File: src/rtl/mc_cpu_core_if.sv
// mc_cpu_core_if: shared instruction/data memory bus with request/ready handshake
interface mc_cpu_core_if;
    logic        mem_req_o;
    logic        mem_we_o;
    logic [31:0] mem_addr_o;
    logic [31:0] mem_wdata_o;
    logic [31:0] mem_rdata_i;
    logic        mem_ready_i;
    modport master (
        output mem_req_o, mem_we_o, mem_addr_o, mem_wdata_o,
        input  mem_rdata_i, mem_ready_i
    );
    modport slave (
        input  mem_req_o, mem_we_o, mem_addr_o, mem_wdata_o,
        output mem_rdata_i, mem_ready_i
    );
endinterface

File: src/rtl/mc_cpu_core.sv
// mc_cpu_core: multi-cycle MIPS-subset core sharing one memory port for fetch and data
module mc_cpu_core #(
    parameter logic [31:0] RESET_PC    = 32'h0000_0000,
    parameter bit          ALIGN_CHECK = 1'b1
) (
    input  logic          clk_i,
    input  logic          rst_i,
    mc_cpu_core_if.master mem,
    output logic [31:0]   pc_o,
    output logic          retire_o,
    output logic          halted_o
);
    typedef enum logic [2:0] {S_FETCH, S_DECODE, S_EXEC, S_MEM, S_WB, S_HALT} state_t;
    localparam logic [5:0] OP_R = 6'h00, OP_J = 6'h02, OP_BEQ = 6'h04, OP_BNE = 6'h05;
    localparam logic [5:0] OP_ADDI = 6'h08, OP_SLTI = 6'h0A, OP_LW = 6'h23, OP_SW = 6'h2B;
    localparam logic [5:0] F_ADD = 6'h20, F_SUB = 6'h22, F_AND = 6'h24, F_OR = 6'h25, F_SLT = 6'h2A;

    state_t      state_q, state_d;
    logic [31:0] pc_q, pc_d, ir_q, ir_d, a_q, a_d, b_q, b_d, res_q, res_d;
    logic [31:0] rf_q [32];

    logic [5:0]  op, funct;
    logic [4:0]  rs, rt, rd, wr_sel;
    logic [31:0] imm_sx, opb, sum, diff, alu_res, pc_plus4, br_tgt, j_tgt, flow_tgt;
    logic        is_r, is_flow, is_ldst, is_sw, legal, lt, taken, ea_ok, ready, req, we;

    assign op       = ir_q[31:26];
    assign rs       = ir_q[25:21];
    assign rt       = ir_q[20:16];
    assign rd       = ir_q[15:11];
    assign funct    = ir_q[5:0];
    assign imm_sx   = {{16{ir_q[15]}}, ir_q[15:0]};
    assign is_r     = op == OP_R;
    assign is_sw    = op == OP_SW;
    assign is_flow  = op inside {OP_BEQ, OP_BNE, OP_J};
    assign is_ldst  = op inside {OP_LW, OP_SW};
    assign legal    = is_r ? (funct inside {F_ADD, F_SUB, F_AND, F_OR, F_SLT})
                           : (op inside {OP_J, OP_BEQ, OP_BNE, OP_ADDI, OP_SLTI, OP_LW, OP_SW});
    assign opb      = is_r ? b_q : imm_sx;
    assign sum      = a_q + opb;
    assign diff     = a_q - opb;
    assign lt       = $signed(a_q) < $signed(opb);
    assign alu_res  = !is_r ? (op == OP_SLTI ? {31'b0, lt} : sum)
                    : funct == F_SUB ? diff
                    : funct == F_AND ? (a_q & b_q)
                    : funct == F_OR  ? (a_q | b_q)
                    : funct == F_SLT ? {31'b0, lt} : sum;
    assign pc_plus4 = pc_q + 32'd4;
    assign br_tgt   = pc_plus4 + {imm_sx[29:0], 2'b00};
    assign j_tgt    = {pc_plus4[31:28], ir_q[25:0], 2'b00};
    assign taken    = op == OP_J || (op == OP_BEQ && a_q == b_q) || (op == OP_BNE && a_q != b_q);
    assign flow_tgt = !taken ? pc_plus4 : op == OP_J ? j_tgt : br_tgt;
    assign ea_ok    = !ALIGN_CHECK || sum[1:0] == 2'b00;
    assign wr_sel   = is_r ? rd : rt;
    assign ready    = mem.mem_ready_i;

    // Reset gates the bus outputs so nothing is requested while rst_i is low
    assign req             = rst_i && (state_q == S_FETCH || state_q == S_MEM);
    assign we              = rst_i && state_q == S_MEM && is_sw;
    assign mem.mem_req_o   = req;
    assign mem.mem_we_o    = we;
    assign mem.mem_addr_o  = !req ? '0 : state_q == S_FETCH ? pc_q : res_q;
    assign mem.mem_wdata_o = we ? b_q : '0;
    assign retire_o        = (state_q == S_EXEC && is_flow) || (state_q == S_MEM && ready && is_sw)
                           || state_q == S_WB;
    assign halted_o        = state_q == S_HALT;
    assign pc_o            = pc_q;

    // Next-state and datapath sequencing; pc_q holds the current instruction until it retires
    always_comb begin
        state_d = state_q;
        pc_d    = pc_q;
        ir_d    = ir_q;
        a_d     = a_q;
        b_d     = b_q;
        res_d   = res_q;
        case (state_q)
            S_FETCH: begin
                ir_d    = ready ? mem.mem_rdata_i : ir_q;
                state_d = ready ? S_DECODE : S_FETCH;
            end
            S_DECODE: begin
                a_d     = rf_q[rs];
                b_d     = rf_q[rt];
                state_d = legal ? S_EXEC : S_HALT;
            end
            S_EXEC: begin
                pc_d    = is_flow ? flow_tgt : pc_q;
                res_d   = is_ldst ? {sum[31:2], 2'b00} : alu_res;
                state_d = is_flow ? S_FETCH : !is_ldst ? S_WB : ea_ok ? S_MEM : S_HALT;
            end
            S_MEM: begin
                pc_d    = (ready && is_sw) ? pc_plus4 : pc_q;
                res_d   = (ready && !is_sw) ? mem.mem_rdata_i : res_q;
                state_d = !ready ? S_MEM : is_sw ? S_FETCH : S_WB;
            end
            S_WB: begin
                pc_d    = pc_plus4;
                state_d = S_FETCH;
            end
            default: state_d = S_HALT;
        endcase
    end

    // State and datapath registers; reset abandons any in-flight access
    always_ff @(posedge clk_i or negedge rst_i) begin
        if (!rst_i) begin
            state_q <= S_FETCH;
            pc_q    <= RESET_PC;
            ir_q    <= '0;
            a_q     <= '0;
            b_q     <= '0;
            res_q   <= '0;
        end else begin
            state_q <= state_d;
            pc_q    <= pc_d;
            ir_q    <= ir_d;
            a_q     <= a_d;
            b_q     <= b_d;
            res_q   <= res_d;
        end
    end

    // Register file; $0 is never written so it always reads zero
    always_ff @(posedge clk_i or negedge rst_i) begin
        if (!rst_i) begin
            for (int i = 0; i < 32; i++) rf_q[i] <= '0;
        end else if (state_q == S_WB && wr_sel != 5'd0) begin
            rf_q[wr_sel] <= res_q;
        end
    end
endmodule

File: src/flat_wrapper.sv
// flat-port wrapper written by rule: the top's interface ports become plain ports
module mc_cpu_core_flat 
#(
    parameter logic [31:0] RESET_PC    = 32'h0000_0000,
    parameter bit          ALIGN_CHECK = 1'b1
)
  (clk_i, rst_i, pc_o, retire_o, halted_o, mem_mem_req_o, mem_mem_we_o, mem_mem_addr_o, mem_mem_wdata_o, mem_mem_rdata_i, mem_mem_ready_i);
  mc_cpu_core_if mem_i ();
  input  logic clk_i;
  input  logic rst_i;
  output logic [31:0] pc_o;
  output logic retire_o;
  output logic halted_o;
  output wire logic [$bits(mem_i.mem_req_o)-1:0] mem_mem_req_o;
  output wire logic [$bits(mem_i.mem_we_o)-1:0] mem_mem_we_o;
  output wire logic [$bits(mem_i.mem_addr_o)-1:0] mem_mem_addr_o;
  output wire logic [$bits(mem_i.mem_wdata_o)-1:0] mem_mem_wdata_o;
  input wire logic [$bits(mem_i.mem_rdata_i)-1:0] mem_mem_rdata_i;
  input wire logic [$bits(mem_i.mem_ready_i)-1:0] mem_mem_ready_i;
  assign mem_mem_req_o = mem_i.mem_req_o;
  assign mem_mem_we_o = mem_i.mem_we_o;
  assign mem_mem_addr_o = mem_i.mem_addr_o;
  assign mem_mem_wdata_o = mem_i.mem_wdata_o;
  assign mem_i.mem_rdata_i = mem_mem_rdata_i;
  assign mem_i.mem_ready_i = mem_mem_ready_i;
  mc_cpu_core #(.RESET_PC(RESET_PC), .ALIGN_CHECK(ALIGN_CHECK)) u_core (.clk_i(clk_i), .rst_i(rst_i), .mem(mem_i), .pc_o(pc_o), .retire_o(retire_o), .halted_o(halted_o));
endmodule
File: config.mk
export PLATFORM = sky130hd
export DESIGN_NAME = mc_cpu_core_flat
export DESIGN_NICKNAME = d
export VERILOG_FILES = /design/src/rtl/mc_cpu_core_if.sv /design/src/rtl/mc_cpu_core.sv /design/src/flat_wrapper.sv
export SDC_FILE = /design/constraint.sdc
export NUM_CORES = 2
export LEC_CHECK = 0
export BUFFER_PORTS_ARGS = -buffer_cell sky130_fd_sc_hd__buf_2
export CAP_MARGIN = 5
export CORE_MARGIN = 2
export CORE_UTILIZATION = 64
export CTS_CLUSTER_SIZE = 14
export DETAILED_ROUTE_END_ITERATION = 10
export PLACE_DENSITY = 0.81
export SLEW_MARGIN = 20
export SYNTH_ARGS = -nofsm -noshare
export SYNTH_HDL_FRONTEND = slang
export SYNTH_SLANG_ARGS = --single-unit
File: constraint.sdc
create_clock -name clk_i -period 5.2 [get_ports clk_i]
set_clock_uncertainty 0.05 [all_clocks]
set_input_delay 1.56 -clock clk_i [delete_from_list [all_inputs] [get_ports clk_i]]
set_output_delay 1.56 -clock clk_i [all_outputs]
set_load 0.01 [all_outputs]
==> flow_summary_export.csv <==
group,metric,value,unit
global_routing,track_usage,0.387,
timing,final-setup-viol-count,0,
layout,finish.utilization,0.712,
setup_path,start_kind,"flip-flop",
setup_path,cp.arrival,5510,ps
global_routing,grt_pass1_wl,318000,um
drt,wl_per_cell,32.0,um
layout,final_nets,5311,
status,status,"completed",
clock_network,cts_buffer_depth,3,
drt,wl,212000,um
power_and_ir_drop,totalPowerFinal,19.2,mW
floorplan,die_h,333,um
drt,drc_errors,0,
timing,finalHoldViolations,0,
timing,worst_slew_pin_slew,1120,ps
global_routing,overflow,0,
worst_hold_path,hp-class,"flip-flop to flip-flop",
placed_design,hpwl,134000,um
global_routing,grt_start_max_net_pins,187,
yosys,syn_inst,5190,
drt,vias,48098,
yosys,synthFlopType,"dfrtp_1",
setup_path,cp_max_fo,6,
worst_hold_path,min_to,"u_core.rf_q[1018]",
yosys,async_flop_share,1.00,
layout,final_area,76200,um^2
floorplan,die_w,333,um
timing,fin_setup_tns,0,ps
worst_hold_path,holdPathStages,0,
placed_design,place_area,71600,um^2
setup_path,rr_startpoint,"u_core.pc_o[3]",
flow_run,cap_violations,0,
setup_path,critical_path_class,"flip-flop to flip-flop",
floorplan,core-area,107000,um^2
clock_network,clock_sinks,1185,
placed_design,port_buffers,132,
yosys,synth.distinct_cells,90,
yosys,postSynthAreaPerCell,13.3,um^2
clock_network,cts_root_buffer,"clkbuf_16",
placed_design,dp.cells,6396,
setup_path,worstSetupEndpointType,"flip-flop",
layout,final_common_cell,"dfrtp_1",
floorplan,pin_count,135,
timing,finalWorstSetupSlack,289,ps
drt,drt_first_pass_iters,6,
placed_design,place_ws,209,ps
yosys,synth.area.top_cells,"dfrtp_1 43%, mux4_2 21%, mux2_2 17%",
power_and_ir_drop,p_leak,34.1,nW
worst_hold_path,min_from,"u_core.rf_q[1018]",
layout,drive_gt1_frac,0.437,
setup_path,worstPathRequired,5800,ps
clock_network,htreeDepth,3,
yosys,ys_ff_latch,1185,
layout,fillers,6759,
yosys,synth_top_area_frac,0.429,
drt,drt_iter0_markers,5379,
clock_network,clk_latency,750,ps
layout,layoutNonFillerInstCount,6626,
global_routing,grt_pass1_vias,49201,
global_routing,grt_antenna_before_repair,6,
power_and_ir_drop,irDropWorstVdd,0.000312,V
timing,slew_viol_final,0,
layout,layout_common_cells,"1,166 x dfrtp_1, 1,025 x mux2_2, 640 x mux4_2, 246 x a21oi_1, 205 x nor2_1",
yosys,ys_warn_count,0,
layout,ff_latch_area,29700,um^2
yosys,yosys.area.top_type,"dfrtp_1",
floorplan,start_util,0.646,
clock_network,cts_made_buffers,120,
floorplan,dieArea,111000,um^2
floorplan,rows,120,
drt,ant_nets,0,
timing,layout_min_cycle_time,4910,ps
drt,post_drt_via_cell_ratio,7.26,
yosys,ys_seq_area_frac,0.429,
setup_path,crit_start,"u_core.pc_o[3]",
setup_path,reg2reg_to,"u_core.pc_o[31]",
setup_path,reg2regPathDepth,20,
layout,syn2layout_area_growth,10.2,%
placed_design,gp_congestion,1.04,
timing,fmax,0.204,GHz
setup_path,reg2reg_slack,290,ps
yosys,synth_edf_count,0,
clock_network,cts_tree,"done",
timing,period_share,0.944,
power_and_ir_drop,powerDensity,253,nW/um^2
timing,whs,345,ps
yosys,synth_area,69100,um^2
timing,maxSlewHeadroom,0.253,
layout,multi_input_area,37100,um^2
timing,rsz0062_at_grt,"false",
clock_network,clk_pin_slew_worst_paths,60,ps
[how the worst max path moves through the flow]
| stage | endpoint | slack [ps] | cells after the start |
|---|---|---|---|
| finish | u_core.pc_o[31] | 290 | 20 |
| floorplan | u_core.res_q[31] | 620 | 20 |
| global placement | u_core.res_q[0] | 270 | 18 |
| global route | u_core.pc_o[31] | 20 | 20 |
| CTS | u_core.res_q[28] | 170 | 17 |
| detailed placement | u_core.res_q[28] | 210 | 17 |
[power breakdown]
| group | switching (mW) | internal [mW] | leakage, nW |
|---|---|---|---|
| combinational | 0.199 | 0.0240 | 15.4 |
| clock | 3.88 | 5.93 | 2.25 |
| sequential | 0 | 9.22 | 16.5 |
| total | 4.08 | 15.2 | 34.1 |
[repair_timing]
action                                  4_1_cts  5_1_grt
resized for setup                             0        6
hold buffers                                  0        0
buffers inserted                              0        0
endpoints found under the setup margin        0        6
[area by class of cell]
| type | instances | share of cell area |
|---|---|---|
| sequential | 1185 | 0.390 |
| clock buffer | 177 | 0.0482 |
| multi-input combinational | 3354 | 0.487 |
| timing repair buffer | 304 | 0.0324 |
| inverter | 151 | 0.00744 |
| tap | 1403 | 0.0230 |
| clock inverter | 51 | 0.0116 |
| antenna | 1 | 0.0000328 |
[worst max-delay path, stage by stage (launching register included)]
cell	delay, ps
dfrtp_1	440
ha_2	260
and3_1	200
and3_1	220
nand3_1	200
nor3_1	200
buf_4	170
nand3_1	90
xnor2_1	180
ha_1	250
a21o_1	190
a211o_1	340
o211a_4	260
a32o_1	260
a211oi_2	310
a21oi_2	110
a311oi_2	290
xor2_1	120
a311o_2	330
a21oi_2	170
xor2_1	170
[Yosys cell counts, types with 5 or more instances]
library cell / n
a211o_1: 5
a211oi_1: 22
a21o_1: 33
a21oi_1: 247
a221o_1: 6
a221oi_1: 11
a31oi_1: 17
and2_1: 7
and3_1: 15
buf_1: 108
buf_2: 42
clkbuf_1: 346
dfrtp_1: 1185
ha_1: 157
inv_1: 149
mux2_2: 1025
mux2i_1: 95
mux4_2: 640
nand2_1: 206
nand2b_1: 18
nand3_1: 45
nand4_1: 9
nor2_1: 222
nor2b_1: 18
nor3_1: 75
nor3b_1: 5
nor4_1: 13
o21a_1: 18
o21ai_0: 157
o21bai_1: 21
o221ai_1: 17
o22a_1: 7
o22ai_1: 20
o31ai_1: 14
or2_2: 5
or3_1: 18
xnor2_1: 66
xor2_1: 29
[logic make-up after synthesis]
group                    after synthesis  synth area share
multiplexers                        1760             0.389
flip-flops                          1185             0.429
AND/OR/NAND/NOR                      676            0.0443
AO/OA/AOI/OAI                        661            0.0592
buffers and inverters                652            0.0367
adder cells (fa/ha/maj)              160            0.0293
XOR/XNOR                              95            0.0120
other                                  1         0.0000543
[registers in the layout, summed over array words and instances, names as in the netlist]
register        flops
u_core.a_q         32
u_core.b_q         32
u_core.ir_q        32
u_core.pc_o        30
u_core.res_q       32
u_core.rf_q      1024
u_core.state_q      3
[routing by layer]
| metal | up-vias | GRT usage | routed length, um |
|---|---|---|---|
| li1 | 19426 | - | - |
| met1 | 24972 | 0.529 | 79500 |
| met2 | 2956 | 0.591 | 97300 |
| met3 | 742 | 0.0870 | 22600 |
| met4 | 2 | 0.197 | 12300 |
| met5 | - | 0 | 13 |
No activity file was read; power rests on OpenSTA's default activity.
